### src/rtl/i2c_arbiter.sv
// rtl/i2c_arbiter.sv - round-robin arbiter sharing one i2c_write16 engine between requesters
// Optional transaction watchdog: define I2C_ARB_TIMEOUT_EN.
module i2c_arbiter #(
  parameter int          NUM_REQ        = 4,
  parameter logic [15:0] TIMEOUT_CYCLES = 16'd4096
) (
  input  logic                  i2c_clk2,
  input  logic                  enable,
  input  logic [NUM_REQ-1:0]    req_valid,
  input  logic [NUM_REQ*7-1:0]  req_addr,
  input  logic [NUM_REQ*16-1:0] req_data,
  output logic [NUM_REQ-1:0]    req_grant,
  output logic [NUM_REQ-1:0]    req_done,
  output logic [2:0]            req_nack,
  output logic                  busy,
  output logic                  timeout,
  output logic                  eng_en,
  input  logic                  eng_done,
  output logic [6:0]            eng_addr,
  output logic [15:0]           eng_data,
  input  logic [2:0]            eng_nack
);

  localparam int               PW   = (NUM_REQ > 1) ? $clog2(NUM_REQ) : 1;
  localparam logic [PW-1:0]    LAST = PW'(NUM_REQ - 1);
  localparam logic [NUM_REQ-1:0] ONE = NUM_REQ'(1);

  typedef enum logic [1:0] {IDLE, ISSUE, RELEASE} state_t;

  state_t             state, state_nxt;
  logic [PW-1:0]      ptr, ptr_nxt, gidx, gidx_nxt, win, cand;
  logic               found, expire;
  logic [NUM_REQ-1:0] grant_nxt, done_nxt;
  logic [2:0]         nack_nxt;
  logic [6:0]         addr_nxt;
  logic [15:0]        data_nxt;
  logic               en_nxt;
  int                 idx_i;

`ifdef I2C_ARB_TIMEOUT_EN
  logic [15:0] cnt, cnt_nxt, cnt_inc;
  logic        to_q, to_nxt;
  assign timeout = to_q;
`else
  logic unused_timeout_cfg;
  assign unused_timeout_cfg = ^TIMEOUT_CYCLES;
  assign timeout = 1'b0;
`endif

  assign busy = (state != IDLE);

  // Scan from ptr upward, wrapping, and take the first valid requester.
  always_comb begin
    found = 1'b0;
    win   = '0;
    idx_i = 0;
    cand  = '0;
    for (int off = 0; off < NUM_REQ; off++) begin
      idx_i = int'(ptr) + off;
      if (idx_i >= NUM_REQ) idx_i = idx_i - NUM_REQ;
      cand = idx_i[PW-1:0];
      if (!found && req_valid[cand]) begin
        found = 1'b1;
        win   = cand;
      end
    end
  end

  always_comb begin
    state_nxt = state;
    ptr_nxt   = ptr;
    gidx_nxt  = gidx;
    grant_nxt = req_grant;
    done_nxt  = '0;
    nack_nxt  = req_nack;
    addr_nxt  = eng_addr;
    data_nxt  = eng_data;
    en_nxt    = eng_en;
`ifdef I2C_ARB_TIMEOUT_EN
    cnt_inc   = cnt + 16'd1;
    cnt_nxt   = cnt;
    to_nxt    = to_q;
    expire    = !eng_done && (cnt_inc == TIMEOUT_CYCLES);
`else
    expire    = 1'b0;
`endif
    case (state)
      IDLE: begin
        en_nxt    = 1'b0;
        grant_nxt = '0;
        if (found) begin
          gidx_nxt  = win;
          grant_nxt = ONE << win;
          addr_nxt  = req_addr[int'(win)*7 +: 7];
          data_nxt  = req_data[int'(win)*16 +: 16];
          en_nxt    = 1'b1;
          state_nxt = ISSUE;
`ifdef I2C_ARB_TIMEOUT_EN
          cnt_nxt   = 16'd0;
`endif
        end
      end
      ISSUE: begin
`ifdef I2C_ARB_TIMEOUT_EN
        cnt_nxt = cnt_inc;
        to_nxt  = to_q | expire;
`endif
        if (eng_done || expire) begin
          en_nxt    = 1'b0;
          done_nxt  = ONE << gidx;
          nack_nxt  = expire ? 3'b111 : eng_nack;
          ptr_nxt   = (gidx == LAST) ? '0 : gidx + 1'b1;
          state_nxt = RELEASE;
        end
      end
      RELEASE: begin
        // Extra idle cycle so the engine sees eng_en low long enough to re-arm.
        grant_nxt = '0;
        state_nxt = IDLE;
      end
      default: state_nxt = IDLE;
    endcase
  end

  always_ff @(negedge i2c_clk2 or negedge enable) begin
    if (!enable) begin
      state     <= IDLE;
      ptr       <= '0;
      gidx      <= '0;
      req_grant <= '0;
      req_done  <= '0;
      req_nack  <= 3'b000;
      eng_addr  <= 7'd0;
      eng_data  <= 16'd0;
      eng_en    <= 1'b0;
`ifdef I2C_ARB_TIMEOUT_EN
      cnt       <= 16'd0;
      to_q      <= 1'b0;
`endif
    end else begin
      state     <= state_nxt;
      ptr       <= ptr_nxt;
      gidx      <= gidx_nxt;
      req_grant <= grant_nxt;
      req_done  <= done_nxt;
      req_nack  <= nack_nxt;
      eng_addr  <= addr_nxt;
      eng_data  <= data_nxt;
      eng_en    <= en_nxt;
`ifdef I2C_ARB_TIMEOUT_EN
      cnt       <= cnt_nxt;
      to_q      <= to_nxt;
`endif
    end
  end

endmodule

### config.mk
export PLATFORM = sky130hd
export DESIGN_NAME = i2c_arbiter
export DESIGN_NICKNAME = d
export VERILOG_FILES = /design/src/rtl/i2c_arbiter.sv
export SDC_FILE = /design/constraint.sdc
export NUM_CORES = 1
export LEC_CHECK = 0
export CAP_MARGIN = 20
export CORE_MARGIN = 1.5
export CORE_UTILIZATION = 39
export CTS_CLUSTER_DIAMETER = 30
export DETAILED_ROUTE_END_ITERATION = 6
export PLACE_DENSITY = 0.82
export SLEW_MARGIN = 20
export SYNTH_ARGS = -nofsm -noshare
export SYNTH_HDL_FRONTEND = slang
export SYNTH_SLANG_ARGS = --single-unit
### constraint.sdc
create_clock -name i2c_clk2 -period 2.35 [get_ports i2c_clk2]
set_input_delay 0.47 -clock i2c_clk2 [delete_from_list [all_inputs] [get_ports i2c_clk2]]
set_output_delay 0.47 -clock i2c_clk2 [all_outputs]
set_load 0.03 [all_outputs]
Word-level counts from Yosys, hierarchy flattened
Cells that the tools add are included.
{ "word_totals": {"ff_bits": 41, "latch_bits": 0, "ram_bits": 0, "mem_bits_ro": 0, "out_inout_bits": 37, "word_cells": 80, "memories": 0} }
{ "op_classes": {"add_sub_neg": 8, "n_mul": 1, "div": 0, "magnitude_cmp": 8, "eq_ne": 5, "shift": 4, "mux": 31, "n_bitwise": 0, "n_reduce_logical": 14} }
{ "op_table": {"columns": ["cell", "n"], "rows": [
  ["indexed part select 64 x 7 -> 16 bit", 1],
  ["indexed part select 28 x 6 -> 7 bit", 1],
  ["two-way mux 2 bit", 11],
  ["< comparator 2 x 3 -> 1 bit (second input constant)", 4],
  ["two-way mux 4 bit", 3],
  ["two-way mux 1 bit", 10],
  ["greater-or-equal comparator 3 bit (second input constant)", 3],
  ["binary-select mux 1 bit (select 2 bit)", 4],
  ["one-hot mux 4 bit (2 select lines)", 1],
  ["AND reduction 2 bit", 4],
  ["left shift 1 x 2 -> 4 bit (first input constant)", 2],
  ["subtractor 2 x 1 -> 2 bit (second input constant)", 4],
  ["adder 2 x 2 -> 3 bit (second input constant)", 2],
  ["nonzero test 2 bit", 3],
  ["multiplier 2 x 3 -> 5 bit (second input constant)", 1],
  ["equality test 2 bit (second input constant)", 2],
  ["!= test 2 bit (second input constant)", 2],
  ["one-hot mux 2 bit (2 select lines)", 1],
  ["adder 2 x 1 -> 3 bit (second input constant)", 1],
  ["greater-or-equal comparator 2 x 3 -> 1 bit (second input constant)", 1],
  ["logical AND 1 bit", 3],
  ["logical NOT 1 bit", 3],
  ["adder 2 x 1 -> 2 bit (second input constant)", 1],
  ["equality test 2 x 1 -> 1 bit (second input constant)", 1],
  ["2 further kinds", 2]
]} }

Depth between registers and ports, before layout
{ "depth": {"depth_word": 17, "depth_mapped": 9, "depth_no_buf": 5} }

==> reports/metrics.yaml <==
run_status:
  status: "finished, violations left"
  failed_checks: "negative setup slack"
global_route:
  track_usage_pct: 26.37
  overflow: 0
  grt_pass1_wl_um: 13430
  grt_pass1_vias: 2897
  antenna_found_initial: 0
  grt_max_degree: 42
sta:
  maxSlewViolCount: 0
  skew_ps: 4.014
  setup_tns_ps: -15460
  worst_slack_ps: -367.7
  holdWs_ps: 457.3
  setup_viol: 67
  slew_headroom_pct: 57.72
  finalHoldViolCount: 0
  grt_setup_unrepaired: "true"
  worst_pin_slew_ps: 634.3
clock_network:
  root_buffer: "clkbuf_8"
  clockBufferDepth: 2
  cts_tree: "done"
  htree_levels: 2
  clk_pin_slew_ps: 60
  clk_latency_ps: 310
  cts_sinks: 41
  numCtsBuffers: 5
yosys:
  synthFlopType: "dfrtn_1"
  ys_seq_area_share_pct: 42.18
  syn_avg_cell_area_um2: 9.248
  synth-warning-count: 0
  synth_top_area_share_pct: 42.18
  synthArstFlopShare_pct: 100.0
  synth_area_um2: 2432
  synth.area.top_cells: "dfrtn_1 (42%), mux2i_1 (6.6%), a221oi_1 (5.8%)"
  synth_cell_types: 42
  synth_edf_count: 0
  ys_ff_latch: 41
  synthCells: 263
  synth_fp_nets: 369
  yosys.area.top_type: "dfrtn_1"
power_and_ir_drop:
  p_leak_uw: 0.002222
  powerDensity_nw_per_um2: 1107
  p_comb_share_pct: 67.6
  switching_share_pct: 43.06
  p_int_uw: 3174
  ir_drop_mv: 0.7569
  pwr-share-seq_pct: 23.5
  clkPwrFrac_pct: 8.9
  power_switching_uw: 2400
setup_path:
  cp_slowest_cell: "a221oi_4"
  start_kind: "input pin"
  rr_startpoint: "ptr[0]"
  cp.required_ps: 1310
  crit_type: "in2reg"
  crit_arrival_ps: 1680
  path_cells: "buf_8 > buf_6 > a21o_1 > a21oi_2 > o21a_2 > buf_12 > a221oi_4 > o22ai_1"
  r2r-end: "eng_data[15]"
  crit_path_end_kind: "flop"
  slowest_delay_ps: 300
  crit_buf_inv: 3
  worst-r2r-cell-count: 7
  path_delay_family: "compound AO/OA/AOI/OAI gates"
  regToRegSetupSlack_ps: 250
  cp_max_fo: 9
final_layout:
  final_nets: 560
  diodes: 0
  drive_above_1_share_pct: 39.56
  area_growth_pct: 106.9
  n_fill_cell: 313
worst_hold_path:
  whs_path_depth: 2
  holdCritPathClass: "reg2reg"
  min_to: "req_nack[2]"
  min-delay-start: "req_nack[2]"
placement:
  gp_congestion: 0.8174
  numPortBuffers: 137
  hpwl_um: 5676
route:
  drtPass1Iterations: 5
  drt_wl_total_um: 10580
  routedWlPerCell_um: 19.95
  drcViolationCount: 0
  via_per_inst: 5.838
  vias: 3094
  drt.antenna.violating_nets: 0
  drtIter0Drc: 189
die:
  die_w_um: 81.98
  design.core.area_um2: 5956
  row_count: 28
  die_area_um2: 6720
  start_util_pct: 40.84
  io_pins: 139
  chipHeight_um: 81.98
run:
  drv_cap: 0
==> how the worst max path moves through the flow <==
stage,startpoint,endpoint,cells after the start
after floorplan,req_valid[0],eng_addr[4],7
after global routing,req_valid[3],eng_data[15],8
after CTS,state[1],busy,2
after global placement,req_valid[0],eng_data[1],7
final,req_valid[3],eng_data[15],8
after detailed placement,req_valid[0],eng_addr[4],6
==> cell families (layout without fill, tap and decap cells) <==
kind of cell,after synthesis,count (layout),synth area share [%]
buffers and inverters,29,221,6.430
DFF,41,41,42.18
other,1,1,0.1542
AOI/OAI and AO/OA,84,84,23.87
muxes,23,23,10.13
and+or+nand+nor,81,81,15.18
adders and majority gates,4,4,2.058
==> power by group through the flow <==
| stage | clock network, uW | registers (uW) | logic (uW) |
|---|---|---|---|
| floorplan | 0 | 1680 | 1130 |
| global placement | 0 | 1240 | 2470 |
| detailed placement | 0 | 1260 | 2510 |
| CTS | 493 | 1280 | 3120 |
| global route | 518 | 1340 | 3950 |
| finish | 497 | 1310 | 3770 |
==> registers in the layout (all words and copies together), names as in the netlist <==
name	cells
state	2
req_done	4
ptr	2
req_nack	3
eng_addr	7
eng_data	16
req_grant	4
gidx	2
eng_en	1
==> cell usage after synthesis, types with 2 or more instances <==
library cell / instances
dfrtn_1: 41
nor2_1: 34
nand2_1: 24
o21ai_0: 20
o22ai_1: 18
a221oi_1: 16
mux2i_1: 16
clkbuf_1: 11
a21o_1: 8
a31oi_1: 7
buf_2: 7
nand4_1: 7
inv_1: 5
mux2_2: 5
and2_1: 4
ha_1: 4
a21oi_1: 3
a22o_1: 3
buf_4: 2
buf_6: 2
mux2_4: 2
nand3_1: 2
nor2b_1: 2
o21a_1: 2
==> per-stage QoR <==
stage | power (uW) | util, % | worst slack, ps | area, um^2 | instances
5_1_grt | 5810 | 84.52 | -418.4 | 5034 | 530
2_1_floorplan | 2804 | - | -656.3 | 2507 | 263
3_3_place_gp | 3707 | 66.47 | -1087 | 3959 | 477
3_5_place_dp | 3771 | 66.47 | -1132 | 3959 | 477
4_1_cts | 4898 | 77.48 | -363.3 | 4614 | 508
6_report | 5574 | 84.52 | -367.7 | 5034 | 530
==> layout make-up <==
class / instances / area, um^2 / share of cell area [%]
clock buffers: 5 / 68.82 / 1.367
well taps: 75 / 93.84 / 1.864
clock inverters: 3 / 21.27 / 0.4226
multi-input cells: 193 / 1558 / 30.95
repair buffers: 207 / 2242 / 44.54
inverters: 6 / 23.77 / 0.4723
flip-flops and latches: 41 / 1026 / 20.38
==> what timing repair did <==
action	4_1_cts	5_1_grt
setup buffers	20	18
gates resized for setup	114	49
hold buffers	0	0
pin swaps	29	19
endpoints found under the setup margin	77	67
cloned	3	4
==> worst reg2reg max path, delay by kind of cell, from the launching register on <==
family | cells | cell delay (ps)
DFF | 1 | 680
muxes | 1 | 210
AOI/OAI and AO/OA | 2 | 400
and+or+nand+nor | 2 | 360
buffers and inverters | 2 | 280
==> layout by cell type (no fill, tap or decap), types with 5 or more instances in the layout <==
master,count
a31oi_1,7
buf_4,37
a221oi_2,13
nor2_2,7
o21ai_2,5
nand4_1,7
clkdlybuf4s50_1,95
dfrtn_1,41
mux2i_1,13
o21ai_1,13
o22ai_1,16
clkbuf_8,5
nand2_1,22
buf_6,55
mux2_2,5
inv_1,5
a21o_1,8
buf_12,9
nor2_1,25
==> routing by layer <==
layer	share of wire [%]	vias up	GRT usage, %
met3	7.2	47	6.000
met2	51	212	45.57
li1	-	1343	-
met5	0	-	0
met4	4.0	0	12.37
met1	38	1492	30.77
Note: power is estimated with default switching activity, not from simulation.
